==> src/rtl/cache_mem_ctrl_if.sv <==
// Bus bundle between sa_cache, the miss/eviction controller and backing memory.
// Cache side : i_cache_miss, i_miss_addr, i_evict, i_evict_addr, i_evict_data
//              in; o_mem_line, o_mem_response, o_busy, o_error out.
// Memory side: mem_req, mem_we, mem_addr, mem_wdata out; mem_ack, mem_rdata in.
// Modport master is the controller's view; slave is the cache/memory view.
interface cache_mem_ctrl_if;
  logic        i_cache_miss;
  logic [31:0] i_miss_addr;
  logic        i_evict;
  logic [31:0] i_evict_addr;
  logic [31:0] i_evict_data;
  logic [31:0] o_mem_line;
  logic        o_mem_response;
  logic        o_busy;
  logic        o_error;
  logic        mem_req;
  logic        mem_we;
  logic [31:0] mem_addr;
  logic [31:0] mem_wdata;
  logic        mem_ack;
  logic [31:0] mem_rdata;

  modport master (
    input  i_cache_miss, i_miss_addr, i_evict, i_evict_addr, i_evict_data,
    input  mem_ack, mem_rdata,
    output o_mem_line, o_mem_response, o_busy, o_error,
    output mem_req, mem_we, mem_addr, mem_wdata
  );

  modport slave (
    output i_cache_miss, i_miss_addr, i_evict, i_evict_addr, i_evict_data,
    output mem_ack, mem_rdata,
    input  o_mem_line, o_mem_response, o_busy, o_error,
    input  mem_req, mem_we, mem_addr, mem_wdata
  );
endinterface

==> src/rtl/cache_mem_ctrl.sv <==
// Miss/eviction handler behind sa_cache. Writes back a dirty evicted line,
// then fetches the missing line and returns it with a one-cycle response.
// One transaction at a time; each memory attempt times out after
// TIMEOUT_CYCLES and is retried up to MAX_RETRY extra times before o_error.
// Ports: clk, rst (async, active-low), bus (cache_mem_ctrl_if.master).
// All outputs are registered.
module cache_mem_ctrl #(
  parameter int TIMEOUT_CYCLES = 255,
  parameter int MAX_RETRY      = 2
) (
  input logic              clk,
  input logic              rst,
  cache_mem_ctrl_if.master bus
);
  localparam logic [7:0] TMO_LIM   = 8'(TIMEOUT_CYCLES);
  localparam logic [3:0] RETRY_LIM = 4'(MAX_RETRY);

  typedef enum logic [2:0] {IDLE, WB, FILL, BACKOFF, RESP} state_t;

  state_t      state_q, state_d;
  logic [31:0] miss_addr_q, miss_addr_d;
  logic [31:0] evict_addr_q, evict_addr_d;
  logic [31:0] evict_data_q, evict_data_d;
  logic        miss_flag_q, miss_flag_d;
  logic        evict_flag_q, evict_flag_d;
  logic [7:0]  tmo_cnt_q, tmo_cnt_d;
  logic [3:0]  retry_q, retry_d;
  logic [31:0] line_q, line_d;
  logic        resp_q, resp_d;
  logic        error_q, error_d;
  logic        busy_q, busy_d;
  logic        req_q, req_d;
  logic        we_q, we_d;
  logic [31:0] addr_q, addr_d;
  logic [31:0] wdata_q, wdata_d;

  logic        ack;
  logic        tmo_hit;
  logic        retry_out;
  logic        wb_done;
  logic [7:0]  tmo_next;
  logic [3:0]  retry_next;

  assign ack        = req_q & bus.mem_ack;
  assign tmo_next   = tmo_cnt_q + 8'd1;
  assign tmo_hit    = (tmo_next == TMO_LIM);
  assign retry_next = retry_q + 4'd1;
  assign retry_out  = (retry_next > RETRY_LIM);

  always_comb begin
    state_d      = state_q;
    miss_addr_d  = miss_addr_q;
    evict_addr_d = evict_addr_q;
    evict_data_d = evict_data_q;
    miss_flag_d  = miss_flag_q;
    evict_flag_d = evict_flag_q;
    tmo_cnt_d    = tmo_cnt_q;
    retry_d      = retry_q;
    line_d       = line_q;
    resp_d       = 1'b0;
    error_d      = 1'b0;
    busy_d       = busy_q;
    req_d        = req_q;
    we_d         = we_q;
    addr_d       = addr_q;
    wdata_d      = wdata_q;
    wb_done      = 1'b0;

    case (state_q)
      IDLE: begin
        if (bus.i_cache_miss || bus.i_evict) begin
          miss_addr_d  = bus.i_miss_addr & 32'hFFFF_FFC0;
          evict_addr_d = bus.i_evict_addr;
          evict_data_d = bus.i_evict_data;
          miss_flag_d  = bus.i_cache_miss;
          evict_flag_d = bus.i_evict;
          busy_d       = 1'b1;
          tmo_cnt_d    = 8'd0;
          retry_d      = 4'd0;
          req_d        = 1'b1;
          if (bus.i_evict) begin
            state_d = WB;
            we_d    = 1'b1;
            addr_d  = bus.i_evict_addr;
            wdata_d = bus.i_evict_data;
          end else begin
            state_d = FILL;
            we_d    = 1'b0;
            addr_d  = bus.i_miss_addr & 32'hFFFF_FFC0;
          end
        end
      end

      WB: begin
        // Ack is tested first so it wins over a coincident timeout.
        if (ack) begin
          req_d   = 1'b0;
          retry_d = 4'd0;
          wb_done = 1'b1;
        end else if (tmo_hit) begin
          req_d = 1'b0;
          if (retry_out) begin
            retry_d = 4'd0;
            error_d = 1'b1;
            wb_done = 1'b1;
          end else begin
            retry_d = retry_next;
            state_d = BACKOFF;
          end
        end else begin
          tmo_cnt_d = tmo_next;
        end
        // The fill reuses BACKOFF as its one idle cycle after the write.
        if (wb_done) begin
          evict_flag_d = 1'b0;
          if (miss_flag_q) begin
            state_d = BACKOFF;
          end else begin
            state_d = IDLE;
            busy_d  = 1'b0;
          end
        end
      end

      FILL: begin
        if (ack) begin
          req_d   = 1'b0;
          retry_d = 4'd0;
          line_d  = bus.mem_rdata;
          resp_d  = 1'b1;
          state_d = RESP;
        end else if (tmo_hit) begin
          req_d = 1'b0;
          if (retry_out) begin
            retry_d = 4'd0;
            line_d  = 32'd0;
            resp_d  = 1'b1;
            error_d = 1'b1;
            state_d = RESP;
          end else begin
            retry_d = retry_next;
            state_d = BACKOFF;
          end
        end else begin
          tmo_cnt_d = tmo_next;
        end
      end

      BACKOFF: begin
        // The evict flag is cleared once the writeback finishes, so it
        // selects which phase to (re)enter.
        tmo_cnt_d = 8'd0;
        req_d     = 1'b1;
        if (evict_flag_q) begin
          state_d = WB;
          we_d    = 1'b1;
          addr_d  = evict_addr_q;
          wdata_d = evict_data_q;
        end else begin
          state_d = FILL;
          we_d    = 1'b0;
          addr_d  = miss_addr_q;
        end
      end

      RESP: begin
        busy_d  = 1'b0;
        state_d = IDLE;
      end

      default: state_d = IDLE;
    endcase
  end

  always_ff @(posedge clk or negedge rst) begin
    if (!rst) begin
      state_q      <= IDLE;
      miss_addr_q  <= 32'd0;
      evict_addr_q <= 32'd0;
      evict_data_q <= 32'd0;
      miss_flag_q  <= 1'b0;
      evict_flag_q <= 1'b0;
      tmo_cnt_q    <= 8'd0;
      retry_q      <= 4'd0;
      line_q       <= 32'd0;
      resp_q       <= 1'b0;
      error_q      <= 1'b0;
      busy_q       <= 1'b0;
      req_q        <= 1'b0;
      we_q         <= 1'b0;
      addr_q       <= 32'd0;
      wdata_q      <= 32'd0;
    end else begin
      state_q      <= state_d;
      miss_addr_q  <= miss_addr_d;
      evict_addr_q <= evict_addr_d;
      evict_data_q <= evict_data_d;
      miss_flag_q  <= miss_flag_d;
      evict_flag_q <= evict_flag_d;
      tmo_cnt_q    <= tmo_cnt_d;
      retry_q      <= retry_d;
      line_q       <= line_d;
      resp_q       <= resp_d;
      error_q      <= error_d;
      busy_q       <= busy_d;
      req_q        <= req_d;
      we_q         <= we_d;
      addr_q       <= addr_d;
      wdata_q      <= wdata_d;
    end
  end

  assign bus.o_mem_line     = line_q;
  assign bus.o_mem_response = resp_q;
  assign bus.o_busy         = busy_q;
  assign bus.o_error        = error_q;
  assign bus.mem_req        = req_q;
  assign bus.mem_we         = we_q;
  assign bus.mem_addr       = addr_q;
  assign bus.mem_wdata      = wdata_q;
endmodule
==> src/flat_wrapper.sv <==
// flat-port wrapper written by rule: the top's interface ports become plain ports
module cache_mem_ctrl_flat 
#(
  parameter int TIMEOUT_CYCLES = 255,
  parameter int MAX_RETRY      = 2
)
  (clk, rst, bus_i_cache_miss, bus_i_miss_addr, bus_i_evict, bus_i_evict_addr, bus_i_evict_data, bus_mem_ack, bus_mem_rdata, bus_o_mem_line, bus_o_mem_response, bus_o_busy, bus_o_error, bus_mem_req, bus_mem_we, bus_mem_addr, bus_mem_wdata);
  cache_mem_ctrl_if bus_i ();
  input logic clk;
  input logic rst;
  input wire logic [$bits(bus_i.i_cache_miss)-1:0] bus_i_cache_miss;
  input wire logic [$bits(bus_i.i_miss_addr)-1:0] bus_i_miss_addr;
  input wire logic [$bits(bus_i.i_evict)-1:0] bus_i_evict;
  input wire logic [$bits(bus_i.i_evict_addr)-1:0] bus_i_evict_addr;
  input wire logic [$bits(bus_i.i_evict_data)-1:0] bus_i_evict_data;
  input wire logic [$bits(bus_i.mem_ack)-1:0] bus_mem_ack;
  input wire logic [$bits(bus_i.mem_rdata)-1:0] bus_mem_rdata;
  output wire logic [$bits(bus_i.o_mem_line)-1:0] bus_o_mem_line;
  output wire logic [$bits(bus_i.o_mem_response)-1:0] bus_o_mem_response;
  output wire logic [$bits(bus_i.o_busy)-1:0] bus_o_busy;
  output wire logic [$bits(bus_i.o_error)-1:0] bus_o_error;
  output wire logic [$bits(bus_i.mem_req)-1:0] bus_mem_req;
  output wire logic [$bits(bus_i.mem_we)-1:0] bus_mem_we;
  output wire logic [$bits(bus_i.mem_addr)-1:0] bus_mem_addr;
  output wire logic [$bits(bus_i.mem_wdata)-1:0] bus_mem_wdata;
  assign bus_i.i_cache_miss = bus_i_cache_miss;
  assign bus_i.i_miss_addr = bus_i_miss_addr;
  assign bus_i.i_evict = bus_i_evict;
  assign bus_i.i_evict_addr = bus_i_evict_addr;
  assign bus_i.i_evict_data = bus_i_evict_data;
  assign bus_i.mem_ack = bus_mem_ack;
  assign bus_i.mem_rdata = bus_mem_rdata;
  assign bus_o_mem_line = bus_i.o_mem_line;
  assign bus_o_mem_response = bus_i.o_mem_response;
  assign bus_o_busy = bus_i.o_busy;
  assign bus_o_error = bus_i.o_error;
  assign bus_mem_req = bus_i.mem_req;
  assign bus_mem_we = bus_i.mem_we;
  assign bus_mem_addr = bus_i.mem_addr;
  assign bus_mem_wdata = bus_i.mem_wdata;
  cache_mem_ctrl #(.TIMEOUT_CYCLES(TIMEOUT_CYCLES), .MAX_RETRY(MAX_RETRY)) u_core (.clk(clk), .rst(rst), .bus(bus_i));
endmodule
==> config.mk <==
export PLATFORM = sky130hd
export DESIGN_NAME = cache_mem_ctrl_flat
export DESIGN_NICKNAME = d
export VERILOG_FILES = /design/src/rtl/cache_mem_ctrl_if.sv /design/src/rtl/cache_mem_ctrl.sv /design/src/flat_wrapper.sv
export SDC_FILE = /design/constraint.sdc
export NUM_CORES = 1
export LEC_CHECK = 0
export ABC_AREA = 1
export CAP_MARGIN = 20
export CORE_ASPECT_RATIO = 0.8
export CORE_UTILIZATION = 40
export CTS_BUF_LIST = sky130_fd_sc_hd__clkbuf_4 sky130_fd_sc_hd__clkbuf_8 sky130_fd_sc_hd__clkbuf_16
export CTS_CLUSTER_SIZE = 30
export DETAILED_ROUTE_END_ITERATION = 16
export HOLD_SLACK_MARGIN = 0.06
export PLACE_DENSITY = 0.76
export SYNTH_ARGS = -nofsm -noshare
export SYNTH_HDL_FRONTEND = slang
export SYNTH_SLANG_ARGS = --single-unit
==> constraint.sdc <==
create_clock -name clk -period 3.3 [get_ports clk]
set_input_delay 0.99 -clock clk [delete_from_list [all_inputs] [get_ports clk]]
set_output_delay 0.99 -clock clk [all_outputs]
set_load 0.05 [all_outputs]
**Yosys cells after proc, flatten, opt, wreduce, memory -nomap -nowiden**

Cells that the tools add are included.

- Add/subtract/negate cells: 2
- Order comparisons: 1
- Equality and inequality tests: 17
- Mux-type cells: 53
- Bitwise logic cells: 1
- Reduce and logical (&&, ||, !) cells: 20

Operators by type and width:

| operator | number |
|---|---|
| 2-to-1 mux 32 bit | 9 |
| case mux 32 bit (2 select lines) | 2 |
| 2-to-1 mux 3 bit | 8 |
| 2-to-1 mux 8 bit | 3 |
| case mux 8 bit (3 select lines) | 1 |
| 2-to-1 mux 1 bit | 17 |
| 2-to-1 mux 4 bit | 4 |
| case mux 3 bit (4 select lines) | 1 |
| AND reduction 3 bit | 4 |
| AND reduction 4 bit | 3 |
| nonzero test 2 bit | 5 |
| != test 3 x 1 -> 1 bit, second input constant | 3 |
| adder 8 x 1 -> 8 bit, second input constant | 1 |
| == test 8 bit, second input constant | 1 |
| != test 2 bit, second input constant | 4 |
| case mux 4 bit (2 select lines) | 1 |
| == test 3 x 2 -> 1 bit, second input constant | 2 |
| 2-to-1 mux 2 bit | 3 |
| != test 2 x 1 -> 1 bit, second input constant | 3 |
| != test 3 bit, second input constant | 2 |
| case mux 1 bit (3 select lines) | 2 |
| nonzero test 3 bit | 2 |
| AND reduction 5 bit | 1 |
| adder 4 x 1 -> 4 bit, second input constant | 1 |
| 9 further kinds | 11 |

- Bits in registers: 208
- Input port bits: 133
- Output and inout port bits: 101
- Word-level logic and storage cells: 110

**Longest topological paths before layout**

- Depth in word-level cells: 8
- Gate-level depth with buffers: 13
- Gate-level depth less buffers: 13

**Worst setup path before layout**

OpenSTA, ideal clock, no wires.

- Kind: input to register
- Start point: input port bus_i_evict
- End point: register u_core.evict_addr_q[0]
- Setup time: 0.116 ns
- Arrival: 2.086 ns
- Data required time: 3.184 ns
- Path slack: 1.098 ns
- Stages: 9
- Path buffers: 4
- Path through: clkbuf_1 -> or2_2 -> nand2_1 -> buf_4 -> inv_1 -> buf_4 -> buf_2 -> nand2_1 -> nand2_1

- Word-level cells in the longest chain between the ends: 2

Ends and longest elaborated chain:

| item | RTL line | source |
|---|---|---|
| start, declared | flat_wrapper.sv:13 | `input wire logic [$bits(bus_i.i_evict)-1:0] bus_i_evict;` |
| logical OR 1 bit | cache_mem_ctrl.sv:71 | `if (bus.i_cache_miss \|\| bus.i_evict) begin` |
| AND reduction 2 bit (no line) | n/a |  |
| end signal, assigned | cache_mem_ctrl.sv:196 | `evict_addr_q <= evict_addr_d;` |
| end, declared | cache_mem_ctrl.sv:22 | `logic [31:0] evict_addr_q, evict_addr_d;` |

No other way between the ends.
A chain may end at the register's enable or synchronous reset.

**Worst setup path after layout**

- Start point: register u_core.addr_q[30] (netlist: u_core.bus.mem_addr[30])
- End point: output port bus_mem_addr[30]

RTL lines:

| item | RTL line | source |
|---|---|---|
| start, declared | cache_mem_ctrl.sv:34 | `logic [31:0] addr_q, addr_d;` |
| start signal, assigned | cache_mem_ctrl.sv:208 | `addr_q <= addr_d;` |
| end, declared | flat_wrapper.sv:24 | `output wire logic [$bits(bus_i.mem_addr)-1:0] bus_mem_addr;` |

No word-level cell between the ends.

==> results.sh <==
export IMPL_synth_enable_flop_cells=0
export IMPL_synth_top_area_share_pct=55.76
export IMPL_critical_path_arrival_ns=1.72
export IMPL_cts_root_buf="clkbuf_16"
export IMPL_avgSynthCellArea_um2=8.210
export IMPL_synth_nets=1274
export IMPL_synth_area_um2=9335
export IMPL_fin_worst_skew_ns=0.009596
export IMPL_synth_xor_area_share_pct=0.1876
export IMPL_clock_latency_ns=0.50
export IMPL_drtPass1Iterations=5
export IMPL_required_ns=2.31
export IMPL_grt_use_total_pct=21.26
export IMPL_synth_seq_area_share_pct=55.76
export IMPL_p_leak_nw=5.849
export IMPL_grt_pass1_wl_um=42410
export IMPL_ys_flop_type="dfrtp_1"
export IMPL_rsz0062_at_grt="no"
export IMPL_synthAdderAreaFrac_pct=0.5361
export IMPL_hold_buffers=0
export IMPL_cts_inserted_buffers=22
export IMPL_clock_sinks=208
export IMPL_layout_cells_non_filler=1652
export IMPL_muxShareOfSynthArea_pct=0
export IMPL_ys_ff_latch=208
export IMPL_initial_core_util_pct=41.15
export IMPL_grt_max_degree=96
export IMPL_rr_worst_depth=6
export IMPL_die_area_um2=23960
export IMPL_post_route_period_util_pct=81.98
export IMPL_synthTopCellsByArea="dfrtp_1 56%, nand2_1 18%, nand3_1 6.4%"
export IMPL_cp_depth=1
export IMPL_gp_congestion=0.8095
export IMPL_drt_vias_per_instance=5.047
export IMPL_rows=49
export IMPL_synth_top_cell_by_area="dfrtp_1"
export IMPL_core_um2=22680
export IMPL_die_w_um=172.8
export IMPL_critPathKind="register to output pin"
export IMPL_drtAntennaViolNets=0
export IMPL_slowest_stage="clkdlybuf4s50_1"
export IMPL_synth_async_reset_ratio_pct=100.0
export IMPL_path_buf_inv=1
export IMPL_wl_per_cell_um=15.37
export IMPL_synth_top_family_by_area="simple AND/OR/NAND/NOR gates"
export IMPL_dp_hpwl_um=16060
export IMPL_finalSetupTns_ns=0
export IMPL_crit_path_max_fanout=2
export IMPL_clk_path_buf_depth=3
export IMPL_worstReg2RegStart="u_core.state_q[2]"
export IMPL_cts_tree="yes"
export IMPL_powerDensity_nw_per_um2=1133
export IMPL_worst_setup_path_start_kind="register"
export IMPL_yosys_area_share_simple_pct=28.78
export IMPL_hold_ws_ns=0.4406
export IMPL_h_tree_depth=1
export IMPL_crit_path_end="bus_mem_addr[30]"
export IMPL_placed_cell_area_um2=11830
export IMPL_worstHoldPathType="input port to asynchronous set/reset pin"
export IMPL_worstSetupStartpoint="u_core.bus.mem_addr[30]"
export IMPL_status="completed"
export IMPL_post_cts_buffers=0
export IMPL_fin_crit_ns=2.705
export IMPL_drv_slew=0
export IMPL_die_y_um=138.6
export IMPL_overflow=0
export IMPL_crit_path_max_incr_delay_ns=0.86
export IMPL_yosysWarningCount=0
export IMPL_worstPathCellList="clkdlybuf4s50_1"
export IMPL_grt_pass1_vias=8277
export IMPL_synth_distinct_cells=22
export IMPL_antenna_found_initial=1
export IMPL_area_growth_synth_to_final_pct=34.81
export IMPL_critPathTopFamily="buffers and inverters"
export IMPL_final_net_count=1468
export IMPL_cts_repair_resized=0
export IMPL_drcViolationCount=0
export IMPL_final_area_um2=12580
export IMPL_max_slew_margin_pct=33.31
export IMPL_endpoint_kind="output pin"
export IMPL_drive_gt1_share_pct=5.204
export IMPL_drt_iter0_markers=683
export IMPL_synth_common_cells="453 x nand2_1, 208 x dfrtp_1, 119 x nand3_1"
export IMPL_setup_viol=0
export IMPL_max_slew_worst_pin_slew_ns=0.9942
export IMPL_synth_compound_area_share_pct=8.618
export IMPL_peakVddDrop_mv=0.5783
export IMPL_port_buffers=227
export IMPL_r2r_end="u_core.bus.o_mem_line[10]"
export IMPL_drv_cap=0
export IMPL_yosysMostFrequentCell="nand2_1"
export IMPL_finalWirelength_um=25400
export IMPL_finalHoldViolations=0
export IMPL_vias=8338
export IMPL_dp_cells=1613
export IMPL_fmax_mhz=369.6
export IMPL_clk_pin_slew_ns=0.06
export IMPL_syn_instance_count=1137
export IMPL_regToRegSetupSlack_ns=0.79
export IMPL_io_pins=234
-- state kept, by name, summed over array words and instances (netlist names) --
name	count
u_core.state_q	3
u_core.retry_q	4
u_core.bus.o_busy	1
u_core.miss_addr_q	26
u_core.evict_flag_q	1
u_core.bus.o_error	1
u_core.bus.o_mem_line	32
u_core.evict_data_q	32
u_core.bus.mem_wdata	32
u_core.bus.mem_we	1
u_core.bus.mem_addr	32
u_core.evict_addr_q	32
u_core.bus.o_mem_response	1
u_core.miss_flag_q	1
u_core.bus.mem_req	1
u_core.tmo_cnt_q	8
-- layer usage --
layer	GRT usage [%]	wire [um]
met1	29.12	11150
met2	33.96	11850
met3	5.537	1885
met4	4.704	511
met5	0	0
-- area by class of cell --
type	instances	area [um2]
Antenna cell	1	2.502
Clock buffer	34	683.2
Clock inverter	4	70.07
Fill cell	2050	10100
Inverter	56	210.2
Multi-Input combinational cell	800	3577
Sequential cell	208	5205
Tap cell	306	382.9
Timing Repair Buffer	243	2454
-- logic make-up (layout without fill, tap and decap cells) --
| logic type | Yosys count | after routing |
|---|---|---|
| AO/OA/AOI/OAI | 131 | 131 |
| adder cells (fa/ha/maj) | 4 | 4 |
| XOR/XNOR | 2 | 2 |
| AND/OR/NAND/NOR | 663 | 663 |
| buffers and inverters | 129 | 337 |
| other | 0 | 1 |
| flip-flops | 208 | 208 |
-- power by group --
group | leakage, nW | total (W) | internal, W | switching, W
Clock | 0.380 | 0.00257 | 0.00158 | 0.000993
Sequential | 2.50 | 0.00447 | 0.00378 | 0.000693
Combinational | 2.97 | 0.00722 | 0.00227 | 0.00494
Total | 5.85 | 0.0143 | 0.00763 | 0.00663
-- cell usage in the layout (no fill, tap or decap) --
master,netlist,final
a31oi_1,38,38
a41oi_1,26,26
buf_12,0,5
buf_2,22,1
buf_4,10,11
bufinv_16,0,2
clkbuf_16,0,23
clkbuf_4,0,7
clkbuf_8,0,5
clkdlybuf4s50_1,0,225
clkinv_1,4,4
clkinv_2,0,2
dfrtp_1,208,208
diode_2,0,1
ha_1,4,4
inv_1,52,50
inv_2,0,2
nand2_1,453,450
nand2_2,3,5
nand2_4,0,1
nand3_1,119,119
nand3_4,2,2
nor2_1,82,82
nor2_2,2,2
nor3_4,0,1
o21ai_0,65,65
o21bai_1,1,1
o22ai_1,1,1
or2_2,1,1
xor2_1,2,2
-- how the worst min path moves through the flow --
stage / slack (ns) / endpoint / cells past startpoint
floorplan: 0.45 / u_core.evict_data_q[0] / 2
global placement: 0.45 / u_core.bus.o_mem_line[17] / 2
detailed placement: 0.46 / u_core.bus.o_mem_line[7] / 2
CTS: 0.44 / u_core.bus.mem_addr[12] / 1
global route: 0.47 / u_core.miss_addr_q[12] / 1
finish: 0.44 / u_core.miss_addr_q[12] / 1
-- through the flow --
| stage | power, W | util (%) | setup WS (ns) |
|---|---|---|---|
| floorplan | 0.009343 | - | 1.098 |
| global placement | 0.01156 | 52.15 | 0.5328 |
| detailed placement | 0.01172 | 52.15 | 0.5043 |
| CTS | 0.01436 | 55.47 | 0.5554 |
| global route | 0.01515 | 55.48 | 0.4740 |
| finish | 0.01426 | 55.48 | 0.5946 |
No activity file was read; power rests on OpenSTA's default activity.
